$ cat config.mk
export PLATFORM = sky130hd
export DESIGN_NAME = slurm_uart_tx
export DESIGN_NICKNAME = d
export VERILOG_FILES = /design/src/rtl/slurm_uart_pkg.sv /design/src/rtl/slurm_uart_fifo.sv /design/src/rtl/slurm_uart_tx.sv
export SDC_FILE = /design/constraint.sdc
export NUM_CORES = 1
export LEC_CHECK = 0
export ABC_AREA = 1
export CAP_MARGIN = 20
export CELL_PAD_IN_SITES_DETAIL_PLACEMENT = 0
export CELL_PAD_IN_SITES_GLOBAL_PLACEMENT = 1
export CORE_ASPECT_RATIO = 1.25
export CORE_UTILIZATION = 40
export CTS_BUF_LIST = sky130_fd_sc_hd__clkbuf_4 sky130_fd_sc_hd__clkbuf_8
export DETAILED_ROUTE_END_ITERATION = 8
export HOLD_SLACK_MARGIN = 0.08
export PLACE_DENSITY_LB_ADDON = 0.2
export RECOVER_POWER = 100
export SYNTH_ARGS = -nofsm -noshare
export SYNTH_HDL_FRONTEND = slang
export SYNTH_SLANG_ARGS = --single-unit
$ cat constraint.sdc
create_clock -name CLK -period 2.7 [get_ports CLK]
set_input_delay 0.54 -clock CLK [delete_from_list [all_inputs] [get_ports CLK]]
set_output_delay 0.54 -clock CLK [all_outputs]
set_load 0.01 [all_outputs]
$ cat src/rtl/slurm_uart_pkg.sv
// Shared definitions for the slurm16 UART transmitter: FSM states,
// frame geometry and the baud divisor calculation.
package slurm_uart_pkg;

    typedef enum logic [1:0] {
        IDLE,
        START,
        DATA,
        STOP
    } uart_state_e;

    localparam int UART_DATA_BITS  = 8;
    localparam int UART_FRAME_BITS = 10;

    // Rounded integer divisor: clocks per bit period.
    function automatic int calc_div(input int clock_freq, input int baud_rate);
        return (clock_freq + baud_rate / 2) / baud_rate;
    endfunction

endpackage

$ cat src/rtl/slurm_uart_fifo.sv
// Synchronous byte FIFO. Pointers carry one extra wrap bit so full and
// empty are distinguishable; the head is a direct array read.
module slurm_uart_fifo #(
    parameter int DEPTH = 16
) (
    input  logic                     CLK,
    input  logic                     RSTb,
    input  logic                     push,
    input  logic [7:0]               din,
    input  logic                     pop,
    output logic [7:0]               dout,
    output logic                     full,
    output logic                     empty,
    output logic [$clog2(DEPTH):0]   level
);

    localparam int AW = $clog2(DEPTH);

    logic [7:0]  mem [DEPTH];
    logic [AW:0] wr_ptr;
    logic [AW:0] rd_ptr;

    assign level = wr_ptr - rd_ptr;
    assign empty = (wr_ptr == rd_ptr);
    assign full  = (wr_ptr[AW] != rd_ptr[AW]) && (wr_ptr[AW-1:0] == rd_ptr[AW-1:0]);
    assign dout  = mem[rd_ptr[AW-1:0]];

    // Pointer update; a push into a full FIFO is dropped even if a pop
    // happens on the same edge.
    always_ff @(posedge CLK or negedge RSTb) begin
        if (!RSTb) begin
            wr_ptr <= '0;
            rd_ptr <= '0;
        end else begin
            if (push && !full)
                wr_ptr <= wr_ptr + 1'b1;
            if (pop && !empty)
                rd_ptr <= rd_ptr + 1'b1;
        end
    end

    // Storage write; contents need no reset since the pointers gate reads.
    always_ff @(posedge CLK) begin
        if (push && !full)
            mem[wr_ptr[AW-1:0]] <= din;
    end

endmodule

$ cat src/rtl/slurm_uart_tx.sv
// Buffered 8N1 UART transmitter. Bus writes land in a FIFO; the FSM pops
// one byte per frame and drives a registered, glitch-free serial line.
module slurm_uart_tx
    import slurm_uart_pkg::*;
#(
    parameter int CLOCK_FREQ = 10000000,
    parameter int BAUD_RATE  = 115200,
    parameter int FIFO_DEPTH = 16
) (
    input  logic                          CLK,
    input  logic                          RSTb,
    input  logic [7:0]                    wr_data,
    input  logic                          wr_valid,
    output logic                          wr_ready,
    output logic [$clog2(FIFO_DEPTH):0]   fifo_level,
    output logic                          busy,
    output logic                          uart_tx
);

    localparam int                DIV      = calc_div(CLOCK_FREQ, BAUD_RATE);
    localparam int                CNT_W    = $clog2(DIV);
    localparam logic [CNT_W-1:0]  CNT_LAST = CNT_W'(DIV - 1);
    localparam logic [2:0]        BIT_LAST = 3'(UART_DATA_BITS - 1);

    uart_state_e       state;
    logic [CNT_W-1:0]  baud_cnt;
    logic [2:0]        bit_idx;
    logic [7:0]        shift;

    logic              fifo_full;
    logic              fifo_empty;
    logic [7:0]        fifo_dout;
    logic              pop;
    logic              baud_done;

    slurm_uart_fifo #(
        .DEPTH (FIFO_DEPTH)
    ) u_fifo (
        .CLK   (CLK),
        .RSTb  (RSTb),
        .push  (wr_valid),
        .din   (wr_data),
        .pop   (pop),
        .dout  (fifo_dout),
        .full  (fifo_full),
        .empty (fifo_empty),
        .level (fifo_level)
    );

    assign wr_ready  = !fifo_full;
    assign baud_done = (baud_cnt == CNT_LAST);

    // Pop when idle, or at the last stop-bit cycle so frames run back to back.
    always_comb begin
        pop = 1'b0;
        if (!fifo_empty && (state == IDLE || (state == STOP && baud_done)))
            pop = 1'b1;
    end

    // Frame FSM. The line register follows the current state one cycle
    // later, which gives the two-cycle write-to-start-bit latency and
    // keeps every level exactly DIV cycles long.
    always_ff @(posedge CLK or negedge RSTb) begin
        if (!RSTb) begin
            state    <= IDLE;
            baud_cnt <= '0;
            bit_idx  <= '0;
            shift    <= '0;
            uart_tx  <= 1'b1;
            busy     <= 1'b0;
        end else begin
            busy <= (state != IDLE) || !fifo_empty;
            case (state)
                IDLE: begin
                    uart_tx <= 1'b1;
                    if (pop) begin
                        shift    <= fifo_dout;
                        baud_cnt <= '0;
                        state    <= START;
                    end
                end
                START: begin
                    uart_tx <= 1'b0;
                    if (baud_done) begin
                        baud_cnt <= '0;
                        bit_idx  <= '0;
                        state    <= DATA;
                    end else begin
                        baud_cnt <= baud_cnt + 1'b1;
                    end
                end
                DATA: begin
                    uart_tx <= shift[0];
                    if (baud_done) begin
                        baud_cnt <= '0;
                        shift    <= {1'b0, shift[7:1]};
                        if (bit_idx == BIT_LAST)
                            state <= STOP;
                        else
                            bit_idx <= bit_idx + 1'b1;
                    end else begin
                        baud_cnt <= baud_cnt + 1'b1;
                    end
                end
                STOP: begin
                    uart_tx <= 1'b1;
                    if (baud_done) begin
                        baud_cnt <= '0;
                        if (pop) begin
                            shift <= fifo_dout;
                            state <= START;
                        end else begin
                            state <= IDLE;
                        end
                    end else begin
                        baud_cnt <= baud_cnt + 1'b1;
                    end
                end
                default: state <= IDLE;
            endcase
        end
    end

endmodule
# Word-level counts from Yosys, hierarchy flattened
# Memory sizes are Yosys's and may differ from the RTL's.
# Index checks and enable logic that the tools add are counted.
[word_totals]
reg_bits = 32
mem_count = 1
ramBits = 128
inputBits = 11
output_inout_bits = 8
[classes]
add_sub_neg = 5
reduce_logical = 18
muxes = 22
n_eq_ne = 14
[mem_list]
columns = ["memory", "depth", "width", "read_ports", "rd_clocked_by_memory_dff", "wr", "line_no", "source"]
rows = [
  ["u_fifo.mem", 16, 8, 1, 0, 1, "slurm_uart_fifo.sv:19", "logic [7:0] mem [DEPTH];"],
]
[op_table]
columns = ["operator", "n"]
rows = [
  ["2-to-1 mux 8 bit", 3],
  ["one-hot mux 8 bit (3 select lines)", 1],
  ["2-to-1 mux 7 bit", 2],
  ["one-hot mux 7 bit (2 select lines)", 1],
  ["adder 5 x 1 -> 5 bit (second input constant)", 2],
  ["2-to-1 mux 2 bit", 5],
  ["inequality test 2 bit (second input constant)", 5],
  ["2-to-1 mux 3 bit", 3],
  ["one-hot mux 2 bit (4 select lines)", 1],
  ["adder 7 x 1 -> 7 bit (second input constant)", 1],
  ["equality test 7 bit (second input constant)", 1],
  ["one-hot mux 3 bit (2 select lines)", 1],
  ["equality test 5 bit", 1],
  ["logical AND 1 bit", 5],
  ["AND reduction 5 bit", 1],
  ["subtractor 5 bit", 1],
  ["equality test 2 bit (second input constant)", 2],
  ["equality test 4 bit", 1],
  ["2-to-1 mux 1 bit", 4],
  ["AND reduction 4 bit", 1],
  ["nonzero test 2 bit", 2],
  ["adder 3 x 1 -> 3 bit (second input constant)", 1],
  ["equality test 3 bit (second input constant)", 1],
  ["one-hot mux 1 bit (3 select lines)", 1],
  ["10 further kinds", 12],
]

# Longest topological paths before layout
# Gate-level depths: netlist (run 1).
[logic_depth]
word_depth = 8
mapped_depth = 14
depth_no_buf = 12

# By module
# Synthesis (run 1) repeated with hierarchy kept, for this count alone.
[unflattened]
cells_unflattened = 813
area_unflattened_um2 = 7686.1
[by_module_without_submodules]
columns = ["module", "cells_each", "seq_area_each_um2", "area_per_inst_um2", "instances"]
rows = [
  ["slurm_uart_fifo", 657, 4093.9, 6398.6, 1],
  ["slurm_uart_tx", 156, 551.8, 1287.5, 1],
]

# Least setup slack after synthesis (run 1)
# OpenSTA, ideal clock, no wires.
[synth_path]
path_type = "flip-flop to flip-flop"
start = "register u_fifo.rd_ptr[2]"
end = "memory u_fifo.mem[0][0] (enable)"
required_time_ns = 2.330
stages_incl_launch_ff = 11
slack_ns = 0.254
arrival_time_ns = 2.075
synth_period_minus_slack_ns = 2.446
cell_sequence = "dfrtp_1 clkbuf_1 inv_2 ha_1 nand2_1 nor2_2 nand2_1 nand2_1 inv_2 nand2_1 nor2_1"
[synth_between]
elab_chain_cells = 6
[synth_rtl]
columns = ["element", "line_no", "source"]
rows = [
  ["start, declared", "slurm_uart_fifo.sv:21", "logic [AW:0] rd_ptr;"],
  ["start signal, assigned", "slurm_uart_fifo.sv:38", "rd_ptr <= rd_ptr + 1'b1;"],
  ["equality test 4 bit", "slurm_uart_fifo.sv:25", "assign full = (wr_ptr[AW] != rd_ptr[AW]) && (wr_ptr[AW-1:0] == rd_ptr[AW-1:0]);"],
  ["logical AND 1 bit", "slurm_uart_fifo.sv:25", ""],
  ["zero test 1 bit", "n/a", ""],
  ["via wr_ready", "slurm_uart_tx.sv:14", "output logic wr_ready,"],
  ["logical AND 1 bit", "slurm_uart_fifo.sv:44", "if (push && !full)"],
  ["2-to-1 mux 1 bit", "slurm_uart_fifo.sv:44", ""],
  ["2-to-1 mux 1 bit (implied by the code)", "slurm_uart_fifo.sv:45", "mem[wr_ptr[AW-1:0]] <= din;"],
  ["end, declared", "slurm_uart_fifo.sv:19", ""],
]
# The timed path passes the listed nets, and every way through them passes these cells.

# Worst setup path after layout (run 1)
[layout_path]
start = "register u_fifo.rd_ptr[0]"
end = "output fifo_level[4]"
[layout_between]
elab_chain_cells = 1
[layout_rtl]
columns = ["element", "line_no", "source"]
rows = [
  ["subtractor 5 bit", "slurm_uart_fifo.sv:23", "assign level = wr_ptr - rd_ptr;"],
  ["end, declared", "slurm_uart_tx.sv:15", "output logic [$clog2(FIFO_DEPTH):0] fifo_level,"],
]
# Every way passes these cells.

==> flow_summary.json, run 1 <==
{
  "grtUsageTotal_pct": 19.19,
  "hold_violations": 0,
  "viasPerCell": 4.967,
  "synth_simple_gate_area_share_pct": 20.31,
  "clock-sinks": 160,
  "synth_compound_area_share_pct": 5.525,
  "area_growth_pct": 12.51,
  "period_needed_ns": 2.524,
  "place_area_mm2": 0.007662,
  "final_max_slew_viol_count": 0,
  "endpoint": "fifo_level[4]",
  "critPathBufInv": 1,
  "synth_area_per_cell_um2": 10.52,
  "crit_cells": 5,
  "grt_overflow": 0,
  "end_kind": "output pin",
  "critical_path_arrival_ns": 1.98,
  "n_fill_cell": 1684,
  "routedWlPerCell_um": 16.52,
  "nNetsFinal": 751,
  "finalPower_w": 0.005598,
  "antenna_found_initial": 0,
  "crit_family": "adder cells",
  "clk_latency_ns": 0.46,
  "antenna-diode-count": 0,
  "wirelength_um": 15830,
  "cp_max_fo": 2,
  "fin_ws_ns": 0.1757,
  "rsz0062_at_grt": "no",
  "finalCritPeriodShare_pct": 93.49,
  "drt_pass1_iterations": 5,
  "worst_path_largest_cell_delay_ns": 0.42,
  "synth_cell_type_count": 33,
  "p_leak_nw": 3.231,
  "die_y_um": 151.3,
  "preCtsSetupSlack_ns": 0.1365,
  "synth_top_family_by_area": "simple AND/OR/NAND/NOR gates",
  "grt_pass1_wl_um": 25970,
  "chipWidth_um": 121.4,
  "synth-main-ff-cell": "edfxtp_1",
  "io_pins": 19,
  "dieArea_mm2": 0.01837,
  "cts_tree": "yes",
  "start_util_pct": 40.92,
  "ys_seq_area_share_pct": 65.13,
  "hold-path-cell-count": 2,
  "synthArstFlopShare_pct": 20.00,
  "cts-root-buf": "clkbuf_8",
  "cts-htree-levels": 4,
  "synth_xor_xnor_area_share_pct": 1.596,
  "use_met1_pct": 25.57,
  "grt_max_degree": 75,
  "cts_hold_buf": 0,
  "grt_pass1_vias": 4708,
  "worst_slew_pin_slew_ns": 0.8047,
  "required_ns": 2.16,
  "drc": 0,
  "r2r-start": "u_fifo.rd_ptr[3]$_DFFE_PN0P_",
  "cts.reportedPaths.clkPinSlew_ns": 0.09,
  "clockBufferDepth": 2,
  "r2r-end": "u_fifo.mem[4][1]$_DFFE_PP_",
  "antenna_left": 0,
  "slew_headroom_pct": 46.35,
  "cts_buffers": 17,
  "port_buffers": 18,
  "hp-class": "flip-flop to flip-flop",
  "ys_ff_latch": 160,
  "slowest_stage": "fa_1",
  "drive_gt1_share_pct": 11.04,
  "drtIter0Drc": 354,
  "fmaxAchievable_mhz": 396.2,
  "postLayoutCellArea_mm2": 0.008025,
  "ff2ff_setup_slack_ns": 0.21,
  "hpwl_um": 10380,
  "worst_r2r_path_depth": 10,
  "status": "complete, no violations",
  "fin_skew_ns": 0.01410,
  "synth_edf_count": 128,
  "vias": 4758,
  "setup_tns_ns": 0,
  "syn-num-nets": 708,
  "busiest_layer": "met2",
  "met3_usage_pct": 3.050,
  "crit_path_start_kind": "flip-flop",
  "crit_type": "flip-flop to output pin",
  "netlist_area_mm2": 0.007133,
  "synthMuxAreaShare_pct": 0,
  "core_area_mm2": 0.01743,
  "yosysWarnings": 0,
  "maxCapViolCount": 0,
  "synth_cells": 678,
  "met2_usage_pct": 31.70,
  "crit_start": "u_fifo.rd_ptr[0]$_DFFE_PN0P_",
  "fp-row-count": 54,
  "power_density_mw_per_mm2": 697.5,
  "crit_chain": "ha_1, fa_1, o21ai_1, xor2_1, clkbuf_2",
  "synth-adder-area-share_pct": 3.438,
  "place.gp.congestion": 0.8094,
  "ir_drop_uv": 335.1,
  "setup_viol": 0
}
==> flip-flops by register name (all words and copies together) (netlist names) <==
signal,cells
u_fifo.mem,128
shift,8
baud_cnt,7
u_fifo.rd_ptr,5
u_fifo.wr_ptr,5
bit_idx,3
state,2
busy,1
uart_tx,1
==> synth_stat cells (3+ instances only) <==
library cell	instances	area [µm²]
a21oi_1	13	65.06
buf_2	12	60.06
buf_6	3	33.78
clkbuf_1	7	26.28
dfrtp_1	31	775.7
edfxtp_1	128	3844
ha_1	18	225.2
inv_1	34	127.6
inv_2	6	22.52
nand2_1	154	578.1
nand2_4	4	45.04
nand3_1	37	185.2
nor2_1	132	495.5
nor2_2	5	31.28
o21ai_0	49	245.2
o21ai_1	4	20.02
o22ai_1	5	31.28
or2_2	5	31.28
xor2_1	11	96.34
==> repair_timing <==
action                     4_1_cts  5_1_grt
resized for setup               10        4
setup endpoints to repair        5        2
buffers inserted                 2        1
==> cell usage in the layout, fill, tap and decap left out, types with 7 or more instances in the layout <==
cell             n
a21oi_1         14
buf_4           12
clkbuf_2        13
clkbuf_8        17
dfrtp_1         28
dlygate4sd3_1   12
edfxtp_1       128
ha_1            17
inv_1           36
inv_6            7
nand2_1        156
nand3_1         38
nor2_1         134
o21ai_0         48
xor2_1          11
==> worst register-to-register path, stage by stage, from the launching register on <==
cell      delay (ns)
dfrtp_1         0.42
inv_4           0.09
ha_1            0.37
nand2_1         0.12
nor2_1          0.08
nand2_1         0.09
nand2_1         0.12
inv_1           0.16
nand2_1         0.17
nor2_1          0.12
clkbuf_1        0.40
==> through the flow <==
stage	instances	util, %	hold slack (ns)
6_report	958	46.04	0.4914
5_1_grt	958	46.04	0.5222
4_1_cts	957	46.50	0.4837
3_5_place_dp	923	43.96	0.4659
3_3_place_gp	923	43.96	0.4655
2_1_floorplan	678	-	0.2444
==> routing by layer <==
metal | routed length [µm] | vias to the layer above
met3 | 626 | 16
met4 | 252 | 0
met1 | 7175 | 2305
met5 | 0 | -
li1 | - | 2348
met2 | 7770 | 89
==> how the worst min path moves through the flow <==
| stage | start | endpoint | slack, ns |
|---|---|---|---|
| after CTS | RSTb | bit_idx[0]$_DFFE_PN0P_ | 0.48 |
| final | shift[5]$_DFFE_PN0P_ | shift[5]$_DFFE_PN0P_ | 0.49 |
| after detailed placement | shift[7]$_DFFE_PN0P_ | shift[7]$_DFFE_PN0P_ | 0.47 |
| after global routing | shift[5]$_DFFE_PN0P_ | shift[5]$_DFFE_PN0P_ | 0.52 |
| after floorplan | RSTb | baud_cnt[0]$_DFFE_PN0P_ | 0.24 |
| after global placement | shift[2]$_DFFE_PN0P_ | shift[2]$_DFFE_PN0P_ | 0.47 |
==> power by group <==
part	internal [W]	switching [W]
combinational	0.000304	0.000530
sequential	0.00290	0.0000799
clock	0.000849	0.000938
==> cells by family after synthesis <==
logic type               after synthesis
adder cells (fa/ha/maj)               19
XOR/XNOR                              13
buffers and inverters                 64
AO/OA/AOI/OAI                         75
flip-flops                           160
AND/OR/NAND/NOR                      347
==> final cells by class <==
type / instances / area [µm²] / area share (%)
clock buffer: 17 / 234.0 / 2.915
clock inverter: 15 / 167.7 / 2.089
inverter: 40 / 152.6 / 1.902
multi-input combinational: 454 / 2191 / 27.30
sequential: 160 / 4649 / 57.94
tap: 224 / 280.3 / 3.492
timing repair buffer: 48 / 350.3 / 4.365
No activity file was read; power rests on OpenSTA's default activity.
==> run 2: changes to the inputs <==
--- a/config.mk
+++ b/config.mk
@@ -10,6 +10,7 @@
 export CELL_PAD_IN_SITES_DETAIL_PLACEMENT = 0
 export CELL_PAD_IN_SITES_GLOBAL_PLACEMENT = 1
 export CORE_ASPECT_RATIO = 1.25
+export CORE_MARGIN = 5
 export CORE_UTILIZATION = 40
 export CTS_BUF_LIST = sky130_fd_sc_hd__clkbuf_4 sky130_fd_sc_hd__clkbuf_8
 export DETAILED_ROUTE_END_ITERATION = 8
==> flow_summary.json, run 2 (synthesis results as in run 1) <==
{
  "met2_usage_pct": 27.52,
  "grtUsageTotal_pct": 16.73,
  "worst_slew_pin_slew_ns": 0.8468,
  "power.switching_w": 0.001590,
  "largest_register_ffs": 128,
  "chipWidth_um": 129.4,
  "dp_cells": 926,
  "postLayoutCellArea_mm2": 0.008049,
  "final_max_slew_viol_count": 0,
  "cts-root-buf": "clkbuf_8",
  "wirelength_um": 16410,
  "instances_no_fill": 961,
  "ir_drop_uv": 342.7,
  "busiest_layer": "met2",
  "slew_headroom_pct": 43.54,
  "ff2ff_setup_slack_ns": 0.24,
  "cp_max_fo": 5,
  "hold_violations": 0,
  "routedWlPerCell_um": 17.07,
  "met3_usage_pct": 3.624,
  "clock-sinks": 160,
  "fin_skew_ns": 0.009966,
  "mostFrequentLayoutCells": "nand2_1, nor2_1, edfxtp_1",
  "hold-path-cell-count": 2,
  "p_comb_share_pct": 15.5,
  "hpwl_um": 10980,
  "required_ns": 2.16,
  "use_met1_pct": 22.01,
  "cts_buffers": 17,
  "cts.reportedPaths.clkPinSlew_ns": 0.09,
  "hp-class": "flip-flop to flip-flop",
  "cts_tree": "yes",
  "area_growth_pct": 12.84,
  "crit_path_start_kind": "flip-flop",
  "antenna_left": 0,
  "die_y_um": 159.3,
  "start_util_pct": 40.76,
  "fp-row-count": 54,
  "preCtsSetupSlack_ns": 0.1140,
  "drive_gt1_share_pct": 9.227,
  "clockBufferDepth": 2,
  "cts-htree-levels": 4,
  "viasPerCell": 4.955,
  "drtIter0Drc": 288,
  "dieArea_mm2": 0.02062,
  "nNetsFinal": 754,
  "rsz0062_at_grt": "no",
  "finalCritPeriodShare_pct": 93.62,
  "drc": 0,
  "whs_ns": 0.4855,
  "vias": 4762,
  "hp-start": "shift[0]$_DFFE_PN0P_",
  "antenna_found_initial": 0,
  "place.gp.congestion": 0.8604,
  "place_area_mm2": 0.007697,
  "grt_pass1_wl_um": 26100,
  "final_common_cell": "nand2_1",
  "status": "complete, no violations",
  "drt_pass1_iterations": 4,
  "clk_latency_ns": 0.46,
  "hold_path_end": "shift[0]$_DFFE_PN0P_",
  "fin_ws_ns": 0.1724,
  "intPower_w": 0.004065,
  "critical_path_arrival_ns": 1.99,
  "grt_overflow": 0,
  "crit_type": "flip-flop to output pin",
  "power_density_mw_per_mm2": 702.6,
  "power_frac_clock_pct": 31.7,
  "period_needed_ns": 2.528,
  "antenna-diode-count": 0,
  "r2r-end": "u_fifo.mem[11][5]$_DFFE_PP_",
  "maxCapViolCount": 0,
  "core_area_mm2": 0.01750,
  "fmaxAchievable_mhz": 395.6,
  "cts_hold_buf": 0,
  "end_kind": "output pin",
  "worst_r2r_path_depth": 10,
  "grt_max_degree": 75,
  "grt_pass1_vias": 4750,
  "finalPower_w": 0.005655,
  "p_leak_nw": 3.193,
  "r2r-start": "u_fifo.rd_ptr[3]$_DFFE_PN0P_",
  "setup_viol": 0,
  "swShare_pct": 28.12,
  "seqPwrFrac_pct": 52.8,
  "port_buffers": 18,
  "io_pins": 19
}
-- run 2: how the worst max path moves through the flow --
stage | from | to | depth (start not counted)
CTS | u_fifo.wr_ptr[0]$_DFFE_PN0P_ | fifo_level[4] | 6
detailed placement | u_fifo.wr_ptr[0]$_DFFE_PN0P_ | fifo_level[4] | 6
global route | u_fifo.wr_ptr[0]$_DFFE_PN0P_ | fifo_level[4] | 6
global placement | u_fifo.wr_ptr[0]$_DFFE_PN0P_ | fifo_level[4] | 6
floorplan | u_fifo.rd_ptr[2]$_DFFE_PN0P_ | u_fifo.mem[0][0]$_DFFE_PP_ | 10
finish | u_fifo.wr_ptr[2]$_DFFE_PN0P_ | fifo_level[3] | 5
-- run 2: area by class of cell --
type                       instances  area [µm²]
timing repair buffer              51       357.8
sequential                       160        4648
clock buffer                      17       234.0
multi-input combinational        454        2203
clock inverter                    15       170.2
tap                              224       280.3
inverter                          40       155.1
fill                            1691        9450
-- run 2: timing repair --
item | 4_1_cts | 5_1_grt
pin swaps | 1 | 1
resized for setup | 13 | 5
endpoints found under the setup margin | 5 | 3
buffers inserted | 1 | 2
-- run 2: stage by stage --
| step | util, % | TNS, ns |
|---|---|---|
| after global placement | 43.99 | 0 |
| after floorplan | - | 0 |
| after detailed placement | 43.99 | 0 |
| after CTS | 46.51 | -0.004262 |
| final | 46.00 | 0 |
| after global routing | 46.00 | 0 |
-- run 2: worst max-delay path, cell delays in order (launching register included) --
cell and delay (ns):
dfrtp_2 0.46, ha_4 0.31, nand2_1 0.05, o21ai_0 0.24, xor2_1 0.17, dlygate4sd2_1 0.29
-- run 2: routing by layer --
metal	up-vias	share of wire, %	routed length [µm]
met1	2298	43	7128
met5	-	0	0
met4	0	2.0	333
met2	95	51	8304
li1	2342	-	-
met3	27	3.9	638
-- run 2: power groups by stage --
stage | Sequential, W | Combinational [W] | Clock [W]
after floorplan | 0.00301 | 0.000472 | 0
after global placement | 0.00302 | 0.000904 | 0
after detailed placement | 0.00303 | 0.000925 | 0
after CTS | 0.00299 | 0.000920 | 0.00184
after global routing | 0.00301 | 0.000973 | 0.00196
final | 0.00299 | 0.000875 | 0.00179
